--- src/rtl/vga_timing_gen_if.sv ---
// Renderer/pin bundle for the VGA raster generator: raster coordinates out, colour in,
// blanked colour and sync pins out.
interface vga_timing_gen_if;
  logic [11:0] rgb;
  logic        pix_en;
  logic [9:0]  hCount;
  logic [9:0]  vCount;
  logic        bright;
  logic        frame_tick;
  logic        hSync;
  logic        vSync;
  logic [3:0]  vgaR;
  logic [3:0]  vgaG;
  logic [3:0]  vgaB;

  modport master (
    input  rgb,
    output pix_en, hCount, vCount, bright, frame_tick, hSync, vSync, vgaR, vgaG, vgaB
  );

  modport slave (
    output rgb,
    input  pix_en, hCount, vCount, bright, frame_tick, hSync, vSync, vgaR, vgaG, vgaB
  );
endinterface

--- src/rtl/vga_timing_gen.sv ---
// 640x480@60 Hz raster timing: pixel-rate divider, h/v counters, visible-window flag and a
// registered output stage that keeps blanked colour and syncs aligned to the same pixel.
module vga_timing_gen #(
  parameter int unsigned CLK_DIV = 4,
  parameter int unsigned H_TOTAL = 800,
  parameter int unsigned H_SYNC  = 96,
  parameter int unsigned H_START = 144,
  parameter int unsigned H_END   = 784,
  parameter int unsigned V_TOTAL = 525,
  parameter int unsigned V_SYNC  = 2,
  parameter int unsigned V_START = 35,
  parameter int unsigned V_END   = 515
) (
  input logic               Clk,
  input logic               Reset,
  vga_timing_gen_if.master  bus
);

  localparam int unsigned DivW = (CLK_DIV > 1) ? $clog2(CLK_DIV) : 1;

  logic [DivW-1:0] div_cnt_q, div_cnt_d;
  logic            pix_en_q, pix_en_d;
  logic [9:0]      h_q, h_d, v_q, v_d;
  logic            bright_q, bright_d;
  logic            frame_tick_q, frame_tick_d;
  logic            hsync_q, hsync_d, vsync_q, vsync_d;
  logic [11:0]     rgb_q, rgb_d;
  logic            h_wrap, v_wrap;

  assign h_wrap = (h_q == 10'(H_TOTAL - 1));
  assign v_wrap = (v_q == 10'(V_TOTAL - 1));

  always_comb begin
    div_cnt_d    = (div_cnt_q == DivW'(CLK_DIV - 1)) ? '0 : div_cnt_q + DivW'(1);
    // Registered strobe: high while div_cnt sits at its terminal value.
    pix_en_d     = (div_cnt_d == DivW'(CLK_DIV - 1));
    h_d          = h_q;
    v_d          = v_q;
    bright_d     = bright_q;
    frame_tick_d = 1'b0;
    hsync_d      = hsync_q;
    vsync_d      = vsync_q;
    rgb_d        = rgb_q;
    if (pix_en_q) begin
      h_d = h_wrap ? 10'd0 : h_q + 10'd1;
      if (h_wrap) begin
        v_d = v_wrap ? 10'd0 : v_q + 10'd1;
      end
      bright_d     = (h_d >= 10'(H_START)) && (h_d < 10'(H_END)) &&
                     (v_d >= 10'(V_START)) && (v_d < 10'(V_END));
      frame_tick_d = h_wrap && v_wrap;
      // Output stage uses the pre-update coordinate so colour and sync describe one pixel.
      rgb_d        = bright_q ? bus.rgb : 12'h000;
      hsync_d      = ~(h_q < 10'(H_SYNC));
      vsync_d      = ~(v_q < 10'(V_SYNC));
    end
  end

  always_ff @(posedge Clk or posedge Reset) begin
    if (Reset) begin
      div_cnt_q    <= '0;
      pix_en_q     <= 1'b0;
      h_q          <= 10'd0;
      v_q          <= 10'd0;
      bright_q     <= 1'b0;
      frame_tick_q <= 1'b0;
      hsync_q      <= 1'b1;
      vsync_q      <= 1'b1;
      rgb_q        <= 12'h000;
    end else begin
      div_cnt_q    <= div_cnt_d;
      pix_en_q     <= pix_en_d;
      h_q          <= h_d;
      v_q          <= v_d;
      bright_q     <= bright_d;
      frame_tick_q <= frame_tick_d;
      hsync_q      <= hsync_d;
      vsync_q      <= vsync_d;
      rgb_q        <= rgb_d;
    end
  end

  assign bus.pix_en     = pix_en_q;
  assign bus.hCount     = h_q;
  assign bus.vCount     = v_q;
  assign bus.bright     = bright_q;
  assign bus.frame_tick = frame_tick_q;
  assign bus.hSync      = hsync_q;
  assign bus.vSync      = vsync_q;
  assign bus.vgaR       = rgb_q[11:8];
  assign bus.vgaG       = rgb_q[7:4];
  assign bus.vgaB       = rgb_q[3:0];

endmodule

--- src/flat_wrapper.sv ---
// flat-port wrapper written by rule: the top's interface ports become plain ports
module vga_timing_gen_flat 
#(
  parameter int unsigned CLK_DIV = 4,
  parameter int unsigned H_TOTAL = 800,
  parameter int unsigned H_SYNC  = 96,
  parameter int unsigned H_START = 144,
  parameter int unsigned H_END   = 784,
  parameter int unsigned V_TOTAL = 525,
  parameter int unsigned V_SYNC  = 2,
  parameter int unsigned V_START = 35,
  parameter int unsigned V_END   = 515
)
  (Clk, Reset, bus_rgb, bus_pix_en, bus_hCount, bus_vCount, bus_bright, bus_frame_tick, bus_hSync, bus_vSync, bus_vgaR, bus_vgaG, bus_vgaB);
  vga_timing_gen_if bus_i ();
  input logic Clk;
  input logic Reset;
  input wire logic [$bits(bus_i.rgb)-1:0] bus_rgb;
  output wire logic [$bits(bus_i.pix_en)-1:0] bus_pix_en;
  output wire logic [$bits(bus_i.hCount)-1:0] bus_hCount;
  output wire logic [$bits(bus_i.vCount)-1:0] bus_vCount;
  output wire logic [$bits(bus_i.bright)-1:0] bus_bright;
  output wire logic [$bits(bus_i.frame_tick)-1:0] bus_frame_tick;
  output wire logic [$bits(bus_i.hSync)-1:0] bus_hSync;
  output wire logic [$bits(bus_i.vSync)-1:0] bus_vSync;
  output wire logic [$bits(bus_i.vgaR)-1:0] bus_vgaR;
  output wire logic [$bits(bus_i.vgaG)-1:0] bus_vgaG;
  output wire logic [$bits(bus_i.vgaB)-1:0] bus_vgaB;
  assign bus_i.rgb = bus_rgb;
  assign bus_pix_en = bus_i.pix_en;
  assign bus_hCount = bus_i.hCount;
  assign bus_vCount = bus_i.vCount;
  assign bus_bright = bus_i.bright;
  assign bus_frame_tick = bus_i.frame_tick;
  assign bus_hSync = bus_i.hSync;
  assign bus_vSync = bus_i.vSync;
  assign bus_vgaR = bus_i.vgaR;
  assign bus_vgaG = bus_i.vgaG;
  assign bus_vgaB = bus_i.vgaB;
  vga_timing_gen #(.CLK_DIV(CLK_DIV), .H_TOTAL(H_TOTAL), .H_SYNC(H_SYNC), .H_START(H_START), .H_END(H_END), .V_TOTAL(V_TOTAL), .V_SYNC(V_SYNC), .V_START(V_START), .V_END(V_END)) u_core (.Clk(Clk), .Reset(Reset), .bus(bus_i));
endmodule
--- config.mk ---
export PLATFORM = sky130hd
export DESIGN_NAME = vga_timing_gen_flat
export DESIGN_NICKNAME = d
export VERILOG_FILES = /design/src/rtl/vga_timing_gen_if.sv /design/src/rtl/vga_timing_gen.sv /design/src/flat_wrapper.sv
export SDC_FILE = /design/constraint.sdc
export NUM_CORES = 1
export LEC_CHECK = 0
export ABC_CLOCK_PERIOD_IN_PS = 7500
export CAP_MARGIN = 20
export CORE_MARGIN = 1.5
export CORE_UTILIZATION = 55
export CTS_BUF_LIST = sky130_fd_sc_hd__clkbuf_8
export DETAILED_ROUTE_END_ITERATION = 6
export HOLD_SLACK_MARGIN = 0.05
export PLACE_DENSITY = 0.87
export SLEW_MARGIN = 25
export SYNTH_ARGS = -nofsm -noshare
export SYNTH_HDL_FRONTEND = slang
export SYNTH_SLANG_ARGS = --single-unit
--- constraint.sdc ---
create_clock -name Clk -period 7.5 [get_ports Clk]
set_clock_uncertainty 0.2 [all_clocks]
set_input_delay 1.125 -clock Clk [delete_from_list [all_inputs] [get_ports Clk]]
set_output_delay 1.125 -clock Clk [all_outputs]
set_load 0.01 [all_outputs]
* Yosys cells after proc, flatten, opt, wreduce, memory -nomap -nowiden
Index checks and enable logic that the tools add are counted.
Word-level totals: word-level logic and storage cells 35, bits in latches 0, output and inout bits 37, input port bits 14, memory bits (writable) 0, ROM bits 0, bits in registers 39, memories kept 0
Operators by class: equality and inequality tests 4, add/sub/neg operators 3, multipliers 0, multiplexer cells 7, shifts and indexed selects 0, reductions and logical operators 4, magnitude comparators 6, divide/modulo/power cells 0, bitwise gates (word level) 2
Operator list (count):
- $mux 10 | 4
- $add 10x1->10 const B | 2
- $eq 10x10->1 const B | 2
- $lt 10x10->1 const B | 2
- $mux 12 | 1
- $ge 10x6->1 const B | 1
- $ge 10x8->1 const B | 1
- $lt 10x2->1 const B | 1
- $lt 10x7->1 const B | 1
- $eq 2x2->1 const B | 2
- $logic_and 1x1->1 | 4
- $add 2x1->2 const B | 1
- $mux 2 | 1
- $not 1->1 | 2
- $mux 1 | 1

* Logic depth before layout (Yosys ltp)
depth after elaboration 7, mapped depth 9, depth with buffers taken out 9

* Worst setup path after synthesis
No wires, ideal clock.
path type flip-flop to flip-flop, start point register u_core.h_q[0] (netlist: u_core.bus.hCount[0]), end point register u_core.bright_q (netlist: u_core.bus.bright), stages on the path, launching flop included 9, path slack 5.059 ns, data arrival time 2.162 ns, data required time 7.221 ns, path buffers 0, cell sequence dfrtp_1 -> ha_1 -> nand4_2 -> nor4_4 -> and3b_1 -> a21oi_1 -> or3_1 -> mux2i_1 -> a2bb2oi_1
Between the ends: longest elaborated chain between the ends 6, elaborated cells between the ends (all ways) 12, classes of those cells 1 x add/sub; 4 x order compare; 1 x eq/ne; 3 x mux; 3 x reduce/logical
RTL lines:
- start: declaration | line vga_timing_gen.sv:23 | logic [9:0] h_q, h_d, v_q, v_d;
- start signal: assignment | line vga_timing_gen.sv:63 | h_q <= 10'd0;
- start signal: assignment | line vga_timing_gen.sv:73 | h_q <= h_d;
- $add 10x1->10 or $eq 10x10->1 (tied branches) | line vga_timing_gen.sv:45, vga_timing_gen.sv:30
- $mux 10 (on tied branches) | line vga_timing_gen.sv:45, vga_timing_gen.sv:46
- $ge 10x8->1 (tied with other cells) | line vga_timing_gen.sv:49 | bright_d = (h_d >= 10'(H_START)) && (h_d < 10'(H_END)) &&
- $logic_and 1x1->1 or $ge 10x6->1 (tied branches) | line vga_timing_gen.sv:49, vga_timing_gen.sv:50
- $logic_and 1x1->1 | line vga_timing_gen.sv:49
- $logic_and 1x1->1 * | line vga_timing_gen.sv:50 | (v_d >= 10'(V_START)) && (v_d < 10'(V_END));
- end signal: assignment | line vga_timing_gen.sv:75 | bright_q <= bright_d;
- end: declaration | line vga_timing_gen.sv:24 | logic bright_q, bright_d;
Every way passes the cells marked *; elsewhere a longest branch is shown, timed or not. The select of a mux whose other input is x is not followed. A chain may end at the register's enable or synchronous reset.

* Worst setup path after layout
Ends and elaborated chain as after synthesis.

==> run_results.csv <==
group,metric,value,unit
run_status,status,"complete, no violations",
critical_path,crit_required,7.53,ns
power_and_ir_drop,p_total,428,uW
sta,rsz0062_at_grt,"no",
power_and_ir_drop,power.density,154,nW/um2
die,io_pins,51,
global_route,antenna_found_initial,0,
die,die_x,65.0,um
die,initial_core_util,57.3,%
global_route,grt_pass1_vias,1650,
hold_path,hp-class,"reg2reg",
placement,place_congestion,0.846,
flow_run,cap_violations,0,
critical_path,cp_cell_sequence,"ha_1, nand4_2, nor4_4, and3b_1, a21oi_1, or3_1, mux2i_1, a2bb2oi_1",
die,row_count,22,
clocking,clkTransAtPathRegs,0.08,ns
detailed_routing,wirelength,4690,um
die,coreArea,3690,um2
global_route,grt_max_degree,40,
sta,max_freq,0.343,GHz
cells_and_area,final_cell_mix,"clkdlybuf4s50_1, dfrtp_1, nand2_1",
critical_path,endpoint_kind,"flop",
critical_path,path_max_fanout,18,
detailed_routing,drt_pass1_iterations,4,
synth,synth-seq-cells,39,
synth,synth_flop_cell,"dfrtp_1",
power_and_ir_drop,comb_power_share,2.6,%
clocking,cts_buffers,5,
synth,synth_fp_nets,253,
critical_path,worstPathBufferInverterCount,0,
clocking,clkLatencyLatePin,0.30,ns
cells_and_area,drive_gt1_share,9.25,%
power_and_ir_drop,p_int,348,uW
detailed_routing,dr.first_iter.drc_count,97,
synth,synth_cell_types,50,
critical_path,cp_top_family,"simple AND/OR/NAND/NOR gates",
clocking,ctsResizeCount,0,
power_and_ir_drop,p_clk_share,48.2,%
global_route,overflow,0,
synth,synth_edf_count,0,
sta,tightest_slew,0.787,ns
synth,syn_avg_cell_area,9.07,um2
sta,fin_crit,2.92,ns
cells_and_area,final_common_cell,"clkdlybuf4s50_1",
critical_path,arrival,2.94,ns
critical_path,slowest_stage,"nor4_4",
critical_path,critPathKind,"reg2reg",
power_and_ir_drop,pwr-share-seq,49.1,%
sta,slew_violations,0,
detailed_routing,wl_per_cell,14.3,um
cells_and_area,diodes,0,
sta,max_slew_margin,47.1,%
synth,synthCells,233,
sta,setup_viol,0,
clocking,postCtsSetupRepairBufs,0,
critical_path,critPathLaunch,"u_core.bus.hCount[0]",
clocking,cts_tree,"done",
die,dieArea,4220,um2
die,die_h,65.0,um
synth,synth_area,2110,um2
detailed_routing,ant_nets,0,
clocking,clockRootBuffer,"clkbuf_8",
clocking,cts.hold.buffers_added,0,
synth,yosys_warnings,0,
placement,dp_hpwl,3060,um
clocking,ctsLongestPathBuffers,2,
power_and_ir_drop,power_switching_share,18.6,%
clocking,clock-sinks,39,
clocking,cts-htree-levels,2,
power_and_ir_drop,net-switching-power,79.5,uW
critical_path,r2r-start,"u_core.bus.hCount[0]",
critical_path,worst_setup_path_start_kind,"flop",
cells_and_area,areaGrowthSynthToFinish,31.1,%
global_route,grt_pass1_wl,7550,um
hold_path,min_from,"u_core.div_cnt_q[0]",
global_route,grt_util_all_layers,23.5,%
sta,period_share,38.9,%
cells_and_area,final_nets,300,
synth,ys_seq_area_share,46.3,%
detailed_routing,num_vias,1863,
power_and_ir_drop,p_leak,0.00117,uW
sta,hold_viol_final,0,
detailed_routing,drcViolationCount,0,
sta,finalSetupTns,0,ns
placement,portBuffers,50,
critical_path,cpPeakStageDelay,0.71,ns
synth,synthArstFlopShare,100,%
detailed_routing,vias_per_cell,5.66,
power_and_ir_drop,vdd_drop_max,0.0000931,V
[state kept, by name (all words and copies together) (netlist names)]
signal                 count
u_core.rgb_q              12
u_core.bus.hCount         10
u_core.bus.vCount         10
u_core.div_cnt_q           2
u_core.bus.bright          1
u_core.bus.frame_tick      1
u_core.bus.hSync           1
u_core.bus.pix_en          1
u_core.bus.vSync           1
[layout make-up]
| type | count | area (um2) |
|---|---|---|
| multi-input cells | 163 | 1010 |
| flip-flops and latches | 39 | 978 |
| clock inverters | 3 | 63.8 |
| clock buffers | 5 | 68.8 |
| fillers | 270 | 918 |
| well taps | 48 | 60.1 |
| inverters | 19 | 71.3 |
| repair buffers | 52 | 515 |
[cell usage after synthesis (2+ instances only)]
cell type	instances	share of area (%)
and3_1	2	0.59
nor4_1	3	0.89
or3_1	2	0.59
nor3_1	5	1.2
and2_1	2	0.59
mux2_2	3	1.6
mux2_1	2	1.1
ha_1	6	3.6
nor2_1	20	3.6
a21oi_1	3	0.71
nand2_1	33	5.9
nand3_1	6	1.4
xor2_1	2	0.83
o21ai_0	7	1.7
o211ai_1	3	1.1
nand4_1	4	1.2
clkbuf_1	7	1.2
dfstp_2	2	2.5
dfrtp_1	37	44
buf_2	5	1.2
o21ai_1	20	4.7
xnor2_1	8	3.3
a21oi_2	2	0.83
nor3_2	2	0.95
a31oi_1	5	1.5
inv_1	18	3.2
[worst paths after layout]
check	depth (start not counted)	slack, ns	endpoint
min in group asynchronous	3	1.04	u_core.bus.frame_tick
setup / recovery	8	4.58	u_core.bus.bright
hold / removal	1	0.29	u_core.div_cnt_q[0]
setup reg to reg	8	4.58	u_core.bus.bright
max in group asynchronous	3	5.68	u_core.bus.hSync
hold reg to reg	1	0.29	u_core.div_cnt_q[0]
[power by group through the flow]
| stage | Sequential, uW | Combinational (uW) | Clock (uW) |
|---|---|---|---|
| 2_1_floorplan | 214 | 3.15 | 0 |
| 3_3_place_gp | 214 | 11.4 | 0 |
| 3_5_place_dp | 214 | 11.3 | 0 |
| 4_1_cts | 210 | 11.5 | 208 |
| 5_1_grt | 210 | 12.4 | 216 |
| 6_report | 210 | 11.2 | 206 |
[routing by layer]
metal  vias up  track usage, %  part of all wire [%]
met5         -               0                     0
met4         0            9.31                   1.7
met3        12            4.69                   6.8
met2        71            39.4                    47
met1       884            29.7                    45
li1        896               -                     -
[cell families after synthesis]
logic type	count (synthesis)	share of synthesized area, %
compound gates	51	14.9
xor+xnor	10	4.14
fa+ha+maj	6	3.55
buf+inv	31	5.80
flops	39	46.3
mux	6	3.14
simple gates	90	22.2
[stage by stage]
| stage | util (%) | instance area [um2] | hold slack (ns) | worst slack [ns] | instances |
|---|---|---|---|---|---|
| 6_report | 75.1 | 2770 | 0.289 | 4.58 | 329 |
| 5_1_grt | 75.1 | 2770 | 0.299 | 4.32 | 329 |
| 2_1_floorplan | - | 2110 | 0.228 | 5.06 | 233 |
| 4_1_cts | 75.1 | 2770 | 0.283 | 4.61 | 329 |
| 3_5_place_dp | 71.5 | 2640 | 0.265 | 4.63 | 321 |
| 3_3_place_gp | 71.5 | 2640 | 0.243 | 4.72 | 321 |
Power figures use the tool's default switching activity.
